File: config.mk
export PLATFORM = sky130hd
export DESIGN_NAME = jtdd_dwnld_router_flat
export DESIGN_NICKNAME = d
export VERILOG_FILES = /design/src/rtl/jtdd_dwnld_router_if.sv /design/src/rtl/jtdd_dwnld_router.sv /design/src/flat_wrapper.sv
export SDC_FILE = /design/constraint.sdc
export NUM_CORES = 1
export LEC_CHECK = 0
export ABC_AREA = 1
export CAP_MARGIN = 20
export CORE_MARGIN = 2
export CORE_UTILIZATION = 44
export CTS_CLUSTER_SIZE = 25
export DETAILED_ROUTE_END_ITERATION = 6
export PLACE_DENSITY_LB_ADDON = 0.12
export REMOVE_ABC_BUFFERS = 1
export SYNTH_ARGS = -nofsm -noshare
export SYNTH_HDL_FRONTEND = slang
export SYNTH_SLANG_ARGS = --single-unit
File: constraint.sdc
create_clock -name clk -period 2.6 [get_ports clk]
set_clock_uncertainty 0.1 [all_clocks]
set_input_delay 0.78 -clock clk [delete_from_list [all_inputs] [get_ports clk]]
set_output_delay 0.78 -clock clk [all_outputs]
set_load 0.03 [all_outputs]
File: src/rtl/jtdd_dwnld_router_if.sv
// Bundles the ioctl download port with the SDRAM and PROM programming ports.
// The slave modport is the router side; the master modport is the frame/test side.
interface jtdd_dwnld_router_if #(
   parameter int unsigned PW = 2
);
   logic          downloading;
   logic [25:0]   ioctl_addr;
   logic [7:0]    ioctl_dout;
   logic          ioctl_wr;
   logic [21:0]   prog_addr;
   logic [7:0]    prog_data;
   logic [1:0]    prog_mask;
   logic          prog_we;
   logic          sdram_ack;
   logic [PW-1:0] prom_we;
   logic [7:0]    prom_addr;
   logic [7:0]    prom_data;
   logic          fifo_full;
   logic          ovf;
   logic          dwn_done;

   modport slave (
      input  downloading, ioctl_addr, ioctl_dout, ioctl_wr, sdram_ack,
      output prog_addr, prog_data, prog_mask, prog_we,
      output prom_we, prom_addr, prom_data, fifo_full, ovf, dwn_done
   );

   modport master (
      output downloading, ioctl_addr, ioctl_dout, ioctl_wr, sdram_ack,
      input  prog_addr, prog_data, prog_mask, prog_we,
      input  prom_we, prom_addr, prom_data, fifo_full, ovf, dwn_done
   );
endinterface

File: src/rtl/jtdd_dwnld_router.sv
// Decodes ioctl download bytes into buffered SDRAM writes or direct PROM strobes.
// SDRAM writes queue in a small FIFO so bursts survive a slow sdram_ack.
module jtdd_dwnld_router #(
   parameter int unsigned PW          = 2,
   parameter int unsigned FIFOAW      = 2,
   parameter logic [21:0] ADPCM_START = 22'h30000,
   parameter logic [21:0] CHAR_START  = 22'h50000,
   parameter logic [21:0] SCR_START   = 22'h60000,
   parameter logic [21:0] OBJ_START   = 22'hA0000,
   parameter logic [21:0] MCU_START   = 22'h120000,
   parameter logic [21:0] PROM_START  = 22'h124000,
   parameter logic [21:0] SCR_OFFSET  = 22'h60000,
   parameter logic [21:0] OBJ_OFFSET  = 22'h80000,
   parameter logic [21:0] MCU_OFFSET  = 22'h180000
)(
   input logic              clk,
   input logic              rst_n,
   jtdd_dwnld_router_if.slave bus
);
   localparam int unsigned DEPTH = 2**FIFOAW;
   // Half of each interleaved region, in 64kB units
   localparam logic [5:0]  SCR_H = 6'((OBJ_START - SCR_START) >> 17);
   localparam logic [5:0]  OBJ_H = 6'((MCU_START - OBJ_START) >> 17);

   typedef enum logic {S_IDLE, S_REQ} state_t;

   typedef struct packed {
      logic [21:0] addr;
      logic [1:0]  mask;
      logic [7:0]  data;
   } wr_t;

   // Returns {top_half, sdram_addr} for the half-interleaved SCR/OBJ layout
   function automatic logic [22:0] f_half(input logic [21:0] a, input logic [5:0] base,
                                          input logic [5:0] half, input logic [21:0] offs);
      logic [5:0] idx;
      logic       top;
      idx = a[21:16] - base;
      top = (idx >= half);
      if (top) idx = idx - half;
      return {top, offs + {idx, a[15:6], a[3:0], a[5:4]}};
   endfunction

   state_t              r_state, w_nxt;
   wr_t                 r_mem [DEPTH];
   wr_t                 r_prog;
   wr_t                 w_dec;
   logic [FIFOAW-1:0]   r_wp, r_rp;
   logic [FIFOAW:0]     r_cnt;
   logic [PW-1:0]       r_prom_we, w_strb;
   logic [7:0]          r_prom_addr, r_prom_data;
   logic                r_dl_d, r_ovf, r_pend;
   logic [21:0]         w_a;
   logic [1:0]          w_m8;
   logic [22:0]         w_half;
   logic [17:0]         w_k;
   logic                w_sd, w_wr, w_sd_wr, w_prom_wr;
   logic                w_empty, w_full, w_pop, w_push, w_drop;
   logic                w_rise, w_fall, w_armed, w_done;

   assign w_a     = bus.ioctl_addr[21:0];
   assign w_m8    = {~w_a[0], w_a[0]};
   assign w_k     = 18'((bus.ioctl_addr - 26'(PROM_START)) >> 8);
   assign w_empty = (r_cnt == '0);
   assign w_full  = (r_cnt == (FIFOAW+1)'(DEPTH));

   always_comb begin
      w_dec      = '0;
      w_dec.data = bus.ioctl_dout;
      w_sd       = 1'b1;
      w_half     = '0;
      if (bus.ioctl_addr < 26'(ADPCM_START) || bus.ioctl_addr < 26'(CHAR_START)) begin
         w_dec.addr = {1'b0, w_a[21:1]};
         w_dec.mask = w_m8;
      end else if (bus.ioctl_addr < 26'(SCR_START)) begin
         w_dec.addr = {1'b0, w_a[21:5], w_a[2:0], w_a[4]};
         w_dec.mask = {~w_a[3], w_a[3]};
      end else if (bus.ioctl_addr < 26'(OBJ_START)) begin
         w_half     = f_half(w_a, SCR_START[21:16], SCR_H, SCR_OFFSET);
         w_dec.addr = w_half[21:0];
         w_dec.mask = w_half[22] ? 2'b01 : 2'b10;
      end else if (bus.ioctl_addr < 26'(MCU_START)) begin
         w_half     = f_half(w_a, OBJ_START[21:16], OBJ_H, OBJ_OFFSET);
         w_dec.addr = w_half[21:0];
         w_dec.mask = w_half[22] ? 2'b01 : 2'b10;
      end else if (bus.ioctl_addr < 26'(PROM_START)) begin
         w_dec.addr = MCU_OFFSET + {9'd0, w_a[13:1]};
         w_dec.mask = w_m8;
      end else begin
         w_sd = 1'b0;
      end
   end

   // Out-of-range PROM index matches no strobe, so the byte is silently discarded
   always_comb begin
      w_strb = '0;
      for (int unsigned k = 0; k < PW; k++) w_strb[k] = (w_k == 18'(k));
   end

   assign w_wr      = bus.ioctl_wr & bus.downloading;
   assign w_sd_wr   = w_wr & w_sd;
   assign w_prom_wr = w_wr & ~w_sd;
   assign w_push    = w_sd_wr & (~w_full | w_pop);
   assign w_drop    = w_sd_wr & w_full & ~w_pop;

   // Loading prog_* takes the head out of the FIFO, so REQ holds one entry beyond the FIFO depth
   always_comb begin
      w_nxt = r_state;
      w_pop = 1'b0;
      unique case (r_state)
         S_IDLE: if (!w_empty) begin
            w_pop = 1'b1;
            w_nxt = S_REQ;
         end
         S_REQ: if (bus.sdram_ack) begin
            if (!w_empty) w_pop = 1'b1;
            else          w_nxt = S_IDLE;
         end
         default: w_nxt = S_IDLE;
      endcase
   end

   assign w_rise  = bus.downloading & ~r_dl_d;
   assign w_fall  = ~bus.downloading & r_dl_d;
   assign w_armed = r_pend | w_fall;
   assign w_done  = w_armed & ~bus.downloading & w_empty & (r_state == S_IDLE);

   always_ff @(posedge clk) begin
      if (w_push) r_mem[r_wp] <= w_dec;
   end

   always_ff @(posedge clk or negedge rst_n) begin
      if (!rst_n) begin
         r_state <= S_IDLE;
         r_prog  <= '0;
         r_wp    <= '0;
         r_rp    <= '0;
         r_cnt   <= '0;
      end else begin
         r_state <= w_nxt;
         if (w_pop)  r_prog <= r_mem[r_rp];
         if (w_push) r_wp   <= r_wp + 1'b1;
         if (w_pop)  r_rp   <= r_rp + 1'b1;
         if (w_push && !w_pop)      r_cnt <= r_cnt + 1'b1;
         else if (w_pop && !w_push) r_cnt <= r_cnt - 1'b1;
      end
   end

   always_ff @(posedge clk or negedge rst_n) begin
      if (!rst_n) begin
         r_prom_we   <= '0;
         r_prom_addr <= '0;
         r_prom_data <= '0;
         r_dl_d      <= 1'b0;
         r_ovf       <= 1'b0;
         r_pend      <= 1'b0;
      end else begin
         r_prom_we <= w_prom_wr ? w_strb : '0;
         if (w_prom_wr) begin
            r_prom_addr <= bus.ioctl_addr[7:0];
            r_prom_data <= bus.ioctl_dout;
         end
         r_dl_d <= bus.downloading;
         if (w_rise)      r_ovf <= 1'b0;
         else if (w_drop) r_ovf <= 1'b1;
         if (w_done || w_rise) r_pend <= 1'b0;
         else if (w_fall)      r_pend <= 1'b1;
      end
   end

   assign bus.prog_addr = r_prog.addr;
   assign bus.prog_mask = r_prog.mask;
   assign bus.prog_data = r_prog.data;
   assign bus.prog_we   = (r_state == S_REQ);
   assign bus.prom_we   = r_prom_we;
   assign bus.prom_addr = r_prom_addr;
   assign bus.prom_data = r_prom_data;
   assign bus.fifo_full = w_full;
   assign bus.ovf       = r_ovf;
   assign bus.dwn_done  = w_done;
endmodule

File: src/flat_wrapper.sv
// flat-port wrapper written by rule: the top's interface ports become plain ports
module jtdd_dwnld_router_flat 
#(
   parameter int unsigned PW          = 2,
   parameter int unsigned FIFOAW      = 2,
   parameter logic [21:0] ADPCM_START = 22'h30000,
   parameter logic [21:0] CHAR_START  = 22'h50000,
   parameter logic [21:0] SCR_START   = 22'h60000,
   parameter logic [21:0] OBJ_START   = 22'hA0000,
   parameter logic [21:0] MCU_START   = 22'h120000,
   parameter logic [21:0] PROM_START  = 22'h124000,
   parameter logic [21:0] SCR_OFFSET  = 22'h60000,
   parameter logic [21:0] OBJ_OFFSET  = 22'h80000,
   parameter logic [21:0] MCU_OFFSET  = 22'h180000
)
  (clk, rst_n, bus_downloading, bus_ioctl_addr, bus_ioctl_dout, bus_ioctl_wr, bus_sdram_ack, bus_prog_addr, bus_prog_data, bus_prog_mask, bus_prog_we, bus_prom_we, bus_prom_addr, bus_prom_data, bus_fifo_full, bus_ovf, bus_dwn_done);
  jtdd_dwnld_router_if #(.PW(PW)) bus_i ();
  input logic clk;
  input logic rst_n;
  input wire logic [$bits(bus_i.downloading)-1:0] bus_downloading;
  input wire logic [$bits(bus_i.ioctl_addr)-1:0] bus_ioctl_addr;
  input wire logic [$bits(bus_i.ioctl_dout)-1:0] bus_ioctl_dout;
  input wire logic [$bits(bus_i.ioctl_wr)-1:0] bus_ioctl_wr;
  input wire logic [$bits(bus_i.sdram_ack)-1:0] bus_sdram_ack;
  output wire logic [$bits(bus_i.prog_addr)-1:0] bus_prog_addr;
  output wire logic [$bits(bus_i.prog_data)-1:0] bus_prog_data;
  output wire logic [$bits(bus_i.prog_mask)-1:0] bus_prog_mask;
  output wire logic [$bits(bus_i.prog_we)-1:0] bus_prog_we;
  output wire logic [$bits(bus_i.prom_we)-1:0] bus_prom_we;
  output wire logic [$bits(bus_i.prom_addr)-1:0] bus_prom_addr;
  output wire logic [$bits(bus_i.prom_data)-1:0] bus_prom_data;
  output wire logic [$bits(bus_i.fifo_full)-1:0] bus_fifo_full;
  output wire logic [$bits(bus_i.ovf)-1:0] bus_ovf;
  output wire logic [$bits(bus_i.dwn_done)-1:0] bus_dwn_done;
  assign bus_i.downloading = bus_downloading;
  assign bus_i.ioctl_addr = bus_ioctl_addr;
  assign bus_i.ioctl_dout = bus_ioctl_dout;
  assign bus_i.ioctl_wr = bus_ioctl_wr;
  assign bus_i.sdram_ack = bus_sdram_ack;
  assign bus_prog_addr = bus_i.prog_addr;
  assign bus_prog_data = bus_i.prog_data;
  assign bus_prog_mask = bus_i.prog_mask;
  assign bus_prog_we = bus_i.prog_we;
  assign bus_prom_we = bus_i.prom_we;
  assign bus_prom_addr = bus_i.prom_addr;
  assign bus_prom_data = bus_i.prom_data;
  assign bus_fifo_full = bus_i.fifo_full;
  assign bus_ovf = bus_i.ovf;
  assign bus_dwn_done = bus_i.dwn_done;
  jtdd_dwnld_router #(.PW(PW), .FIFOAW(FIFOAW), .ADPCM_START(ADPCM_START), .CHAR_START(CHAR_START), .SCR_START(SCR_START), .OBJ_START(OBJ_START), .MCU_START(MCU_START), .PROM_START(PROM_START), .SCR_OFFSET(SCR_OFFSET), .OBJ_OFFSET(OBJ_OFFSET), .MCU_OFFSET(MCU_OFFSET)) u_core (.clk(clk), .rst_n(rst_n), .bus(bus_i));
endmodule
==> results.tsv, run 1 <==
stage	metric	value	unit
grt	grt_overflow	0	
finish	antenna-diode-count	0	
sta	hold_viol	0	
worst_hold_path	min_path_type	in -> async	
yosys	synthArstFlopShare	0.323	
die	dieWidth	142	um
critical_path	reg2reg_depth	10	
cts	cts_made_buffers	17	
yosys	synth_top_family_by_area	simple AND/OR/NAND/NOR gates	
critical_path	crit_path_start_kind	input port	
grt	grt_usage	0.218	
yosys	synth_mux_area_frac	0.00134	
placement	gp_congestion	0.862	
power_and_ir_drop	ir_drop	540	uV
routing	drc_errors	0	
finish	fin_area	11200	sq um
critical_path	slowest_delay	0.26	ns
critical_path	crit_family	buffers and inverters	
yosys	syn_area	8400	sq um
critical_path	r2r_setup_slack	0.32	ns
power_and_ir_drop	p_leak	4.47	nW
yosys	synth_warnings	0	
cts	htree_levels	4	
cts	cts_tree	built	
flow_run	max_cap_violations	0	
grt	antenna_found_initial	0	
grt	grt_pass1_wl	33700	um
die	die-area	20200	sq um
finish	layout.nets	1068	
critical_path	worstReg2RegStart	u_core.r_cnt[0]	
die	rows	50	
yosys	synth.ff_latch_count	189	
sta	finalCriticalPeriod	2.53	ns
routing	wl_per_cell	16.9	um
yosys	synth_fa_ha_area_frac	0.0188	
critical_path	critical_path_class	in -> out	
die	fp.coreArea	18700	sq um
yosys	synth_compound_area_frac	0.103	
sta	setup-violations-final	0	
sta	fmax	396	MHz
power_and_ir_drop	p_total	0.00972	W
yosys	synthesis.instances	828	
yosys	netlist_top_cells_count	192 x nor2_1, 128 x edfxtp_1, 112 x nand2_1	
die	die_y	142	um
grt	grt_max_degree	66	
routing	drtPass1Iterations	5	
yosys	yosys.area.top_type	edfxtp_1	
routing	drt_wl_total	21400	um
critical_path	cp_cell_sequence	dlygate4sd2_1 > buf_4 > nor4_4 > buf_4	
cts	clockRootBuffer	clkbuf_16	
finish	syn_to_final_growth	33.7	%
finish	drive_gt1_frac	0.228	
critical_path	cpMostUsedCell	buf_4	
cts	cts.reportedPaths.clkPinSlew	0.07	ns
yosys	synthFlopType	edfxtp_1	
routing	routed_via_density	5.22	
die	io_pins	93	
placement	hpwl	13900	um
critical_path	path_buf_inv	3	
routing	drt_iter0_drc	398	
grt	grt_pass1_vias	6612	
cts	ctsHoldBuffers	0	
cts	clock-sinks	189	
run_status	outcome	finished clean	
critical_path	crit_slowest_cell	dlygate4sd2_1	
cts	clock_latency	0.43	ns
routing	drt.antenna.violating_nets	0	
critical_path	crit_required	1.72	ns
critical_path	worst_ep_arrival_time	1.65	ns
yosys	synth_top_area_frac	0.458	
sta	post-route-period-util	0.972	
power_and_ir_drop	power_density	865	nW/um^2
yosys	avgSynthCellArea	10.1	sq um
cts	clockBufferDepth	2	
yosys	ys_seq_area_frac	0.639	
yosys	synth_cell_types	39	
sta	maxSlewViolCount	0	
die	start_util	0.449	
routing	vias	6596	
yosys	yosys-top-cells-area	edfxtp_1 46%, dfrtp_1 18%, nor2_1 8.6%, nand2_1 5.0%, o21ai_0 4.8%	
sta	tightest_slew	0.751	ns
sta	slew_headroom	0.499	
placement	placed_area	10400	sq um
critical_path	critPathMaxFanout	3	
yosys	synth_edf_count	128	
yosys	synthSimpleGateAreaFrac	0.181	
yosys	synth.most_common_cell	nor2_1	
placement	portBuffers	92	
critical_path	end_kind	primary output	
critical_path	r2r-end	u_core.r_cnt[1]	
yosys	synth-xor-area-share	0.00730	
sta	fin_setup_tns	0	ns
[worst max-delay path by stage]
stage / from / end / slack, ns / depth (start not counted)
2_1_floorplan: bus_sdram_ack / u_core.r_mem[0][0] / -1.49 / 6
3_3_place_gp: bus_ioctl_addr[17] / u_core.r_mem[1][31] / -0.79 / 19
3_5_place_dp: bus_ioctl_addr[17] / u_core.r_mem[3][31] / -0.91 / 19
4_1_cts: bus_ioctl_addr[18] / u_core.r_cnt[1] / 0.0006 / 17
5_1_grt: bus_ioctl_addr[18] / u_core.r_mem[1][30] / -0.0002 / 17
6_report: bus_downloading / bus_dwn_done / 0.07 / 4
[power by group]
part / switching [W] / total, W / internal, W / leakage [nW]
logic: 0.00214 / 0.00346 / 0.00131 / 2.39
registers: 0.000219 / 0.00376 / 0.00354 / 1.81
clock network: 0.00116 / 0.00250 / 0.00134 / 0.269
total: 0.00352 / 0.00972 / 0.00620 / 4.47
[state kept, by name, summed over array words and instances, names as in the netlist]
signal	count
u_core.bus.prog_addr	22
u_core.bus.prog_mask	2
u_core.bus.prom_data	8
u_core.r_rp	2
u_core.bus.prog_we	1
u_core.r_wp	2
u_core.r_pend	1
u_core.bus.prom_addr	8
u_core.bus.prom_we	2
u_core.r_dl_d	1
u_core.bus.prog_data	8
u_core.bus.ovf	1
u_core.r_cnt	3
u_core.r_mem	128
[routing by layer]
metal  up-vias  global-route usage  part of all wire
li1       3202                   -                 -
met1      3189               0.282              0.45
met2       170               0.373              0.49
met3        35              0.0397             0.039
met4         0              0.0711             0.020
met5         -                   0                 0
[per-stage QoR]
step / cells / hold WS (ns) / utilization / setup WS [ns]
after floorplan: 793 / 0.384 / - / -1.49
after global placement: 1223 / 0.361 / 0.555 / -0.790
after detailed placement: 1223 / 0.364 / 0.555 / -0.913
after CTS: 1262 / 0.267 / 0.593 / 0.000634
after global routing: 1264 / 0.283 / 0.600 / -0.000198
final: 1264 / 0.263 / 0.600 / 0.0736
[cell families after synthesis]
| group | after synthesis |
|---|---|
| simple gates | 366 |
| flops | 189 |
| compound gates | 151 |
| buf+inv | 102 |
| fa+ha+maj | 12 |
| xor+xnor | 7 |
| mux | 1 |
[layout make-up]
class	count	area, sq um
fillers	1554	7480
inverters	67	256
flip-flops and latches	189	5370
repair buffers	205	1880
clock inverters	14	139
well taps	234	293
multi-input cells	537	2860
clock buffers	18	429
[cell usage in the layout, fill, tap and decap left out, drive strengths merged, types with 8 or more instances in the layout]
master / n
buf: 117
inv: 72
nand3: 31
o21ai: 90
a31oi: 33
dfrtp: 61
clkbuf: 20
a21oi: 13
nand2: 122
edfxtp: 128
o32ai: 10
ha: 11
nand4: 8
clkdlybuf4s50: 78
nor2: 197
[what timing repair did]
item | in CTS | in global routing
gates resized for setup | 52 | 38
setup buffers | 8 | 3
pin swaps | 19 | 13
endpoints found under the setup margin | 134 | 40
(Power assumes the default switching activity.)
==> run 2: changes to the inputs <==
--- a/config.mk
+++ b/config.mk
@@ -11,7 +11,8 @@
 export CORE_UTILIZATION = 44
 export CTS_CLUSTER_SIZE = 25
 export DETAILED_ROUTE_END_ITERATION = 6
-export PLACE_DENSITY_LB_ADDON = 0.12
+export HOLD_SLACK_MARGIN = 0.02
+export PLACE_DENSITY = 0.65
 export REMOVE_ABC_BUFFERS = 1
 export SYNTH_ARGS = -nofsm -noshare
 export SYNTH_HDL_FRONTEND = slang
==> results.tsv, run 2 (same netlist as run 1, synthesis figures left out) <==
stage	metric	value	unit	change
finish	n_fill_cell	1574		was 1554
finish	largest_register_ffs	128		unchanged
run_status	outcome	finished clean		unchanged
die	start_util	0.449		unchanged
finish	layout.nets	1067		was 1068
sta	fmax	400	MHz	was 396 MHz
critical_path	crit_family	simple AND/OR/NAND/NOR gates		was buffers and inverters
die	dieWidth	142	um	unchanged
grt	grt_overflow	0		unchanged
power_and_ir_drop	p_leak	4.48	nW	was 4.47 nW
sta	maxSlewViolCount	0		unchanged
placement	portBuffers	92		unchanged
cts	clockBufferDepth	2		unchanged
cts	cts_made_buffers	17		unchanged
grt	antenna_found_initial	0		unchanged
cts	ctsHoldBuffers	0		unchanged
placement	gp_congestion	0.906		was 0.862
power_and_ir_drop	pwr-share-clk	0.259		was 0.257
finish	regMostFlops	u_core.r_mem		unchanged
critical_path	critPathMaxFanout	3		unchanged
power_and_ir_drop	comb_power_share	0.350		was 0.356
flow_run	max_cap_violations	0		unchanged
die	rows	50		unchanged
power_and_ir_drop	p_sw	0.00353	W	was 0.00352 W
die	fp.coreArea	18700	sq um	unchanged
critical_path	slowest_delay	0.46	ns	was 0.26 ns
power_and_ir_drop	power_density	867	nW/um^2	was 865 nW/um^2
sta	fin_ws	0.102	ns	was 0.0736 ns
power_and_ir_drop	p_total	0.00966	W	was 0.00972 W
critical_path	crit_required	1.72	ns	about the same
die	io_pins	93		unchanged
die	die_y	142	um	unchanged
placement	hpwl	13100	um	was 13900 um
power_and_ir_drop	p_seq_frac	0.391		was 0.387
sta	post-route-period-util	0.961		was 0.972
routing	wl_per_cell	15.9	um	was 16.9 um
finish	final_cell_mix	182 x nor2_1, 128 x edfxtp_1, 105 x nand2_1, 99 x buf_4, 77 x clkdlybuf4s50_1		was 182 x nor2_1, 128 x edfxtp_1, 102 x nand2_1, 100 x buf_4, 78 x clkdlybuf4s50_1
sta	setup-violations-final	0		unchanged
cts	cts.reportedPaths.clkPinSlew	0.08	ns	was 0.07 ns
routing	drt.antenna.violating_nets	0		unchanged
routing	drt_iter0_drc	354		was 398
critical_path	path_buf_inv	1		was 3
cts	clock-sinks	189		unchanged
grt	grt_pass1_wl	31500	um	was 33700 um
finish	syn_to_final_growth	32.7	%	was 33.7%
critical_path	end_kind	primary output		unchanged
sta	hold_viol	0		unchanged
finish	final_common_cell	nor2_1		unchanged
cts	cts_tree	built		unchanged
grt	grt_max_degree	66		unchanged
cts	clockRootBuffer	clkbuf_16		unchanged
critical_path	crit_path_start_kind	flop		was input port
placement	post-place-ws	-0.878	ns	was -0.913 ns
critical_path	critical_path_class	reg -> out		was in -> out
critical_path	crit_slowest_cell	dfrtp_2		was dlygate4sd2_1
finish	drive_gt1_frac	0.219		was 0.228
routing	vias	6430		was 6596
sta	finalCriticalPeriod	2.50	ns	was 2.53 ns
routing	routed_via_density	5.09		was 5.22
sta	tightest_slew	0.759	ns	was 0.751 ns
routing	drc_errors	0		unchanged
grt	grt_usage	0.205		was 0.218
power_and_ir_drop	p_int	0.00613	W	was 0.00620 W
sta	slew_headroom	0.494		was 0.499
routing	drt_wl_total	20100	um	was 21400 um
grt	grt_pass1_vias	6185		was 6612
worst_hold_path	min_path_type	in -> async		unchanged
sta	fin_setup_tns	0	ns	unchanged
sta	hold_ws	0.307	ns	was 0.263 ns
critical_path	cp_cell_sequence	nor2_4 > nand2_1 > nor4_4 > buf_6		was dlygate4sd2_1 > buf_4 > nor4_4 > buf_4
die	die-area	20200	sq um	unchanged
routing	drtPass1Iterations	5		unchanged
finish	antenna-diode-count	0		unchanged
cts	clock_latency	0.43	ns	about the same
cts	htree_levels	4		unchanged
critical_path	worst_ep_arrival_time	1.62	ns	was 1.65 ns
power_and_ir_drop	sw_frac_of_total	0.365		was 0.362
power_and_ir_drop	ir_drop	466	uV	was 540 uV
[run 2: cell count changes in the layout (fill, tap and decap cells not counted), sizes merged, moves of 2 or more]
| cell | before | now |
|---|---|---|
| clkinvlp | 3 | 0 |
| buf | 117 | 114 |
| dlymetal6s2s | 2 | 4 |
| inv | 72 | 76 |
[run 2: layer usage]
layer | track usage | wire length, um | vias up
met4 | 0.0484 | 255 | 0
met5 | 0 | 0 | -
met2 | 0.353 | 9960 | 127
li1 | - | - | 3200
met3 | 0.0444 | 753 | 26
met1 | 0.265 | 9140 | 3077
[run 2: layout make-up]
class	instances	area, sq um	share of cell area
clock buffers	18	429	0.0385
well taps	234	293	0.0263
repair buffers	204	1870	0.168
clock inverters	14	149	0.0134
multi-input cells	537	2770	0.249
flip-flops and latches	189	5370	0.482
inverters	67	259	0.0232
[run 2: power groups by stage]
stage | registers (W) | logic [W] | clock network, W
floorplan | 0.00448 | 0.00126 | 0
global placement | 0.00383 | 0.00329 | 0
detailed placement | 0.00383 | 0.00335 | 0
CTS | 0.00378 | 0.00339 | 0.00254
global route | 0.00382 | 0.00371 | 0.00267
finish | 0.00378 | 0.00338 | 0.00250
[run 2: per-stage QoR]
| stage | cells | utilization | cell area, sq um |
|---|---|---|---|
| floorplan | 793 | - | 8240 |
| detailed placement | 1224 | 0.554 | 10400 |
| CTS | 1262 | 0.592 | 11100 |
| global placement | 1224 | 0.554 | 10400 |
| global route | 1263 | 0.596 | 11100 |
| finish | 1263 | 0.596 | 11100 |
[run 2: worst paths after layout]
path	from	cells after the start	slack [ns]	endpoint
max	u_core.r_cnt[0]	4	0.10	bus_dwn_done
min	rst_n	1	0.31	u_core.bus.prog_addr[14]
max reg2reg	u_core.r_cnt[0]	10	0.37	u_core.r_cnt[1]
min reg2reg	u_core.bus.prom_data[3]	2	0.38	u_core.bus.prom_data[3]
max in group asynchronous	rst_n	2	1.44	u_core.bus.prog_addr[4]
min in group clk	u_core.bus.prom_data[3]	2	0.38	u_core.bus.prom_data[3]
[run 2: what timing repair did]
| action | CTS | global route |
|---|---|---|
| pin swaps | 13 | 11 |
| setup buffers | 6 | 1 |
| setup endpoints to repair | 154 | 36 |
| resized for setup | 45 | 29 |
| endpoints found under the hold margin | 0 | 0 |
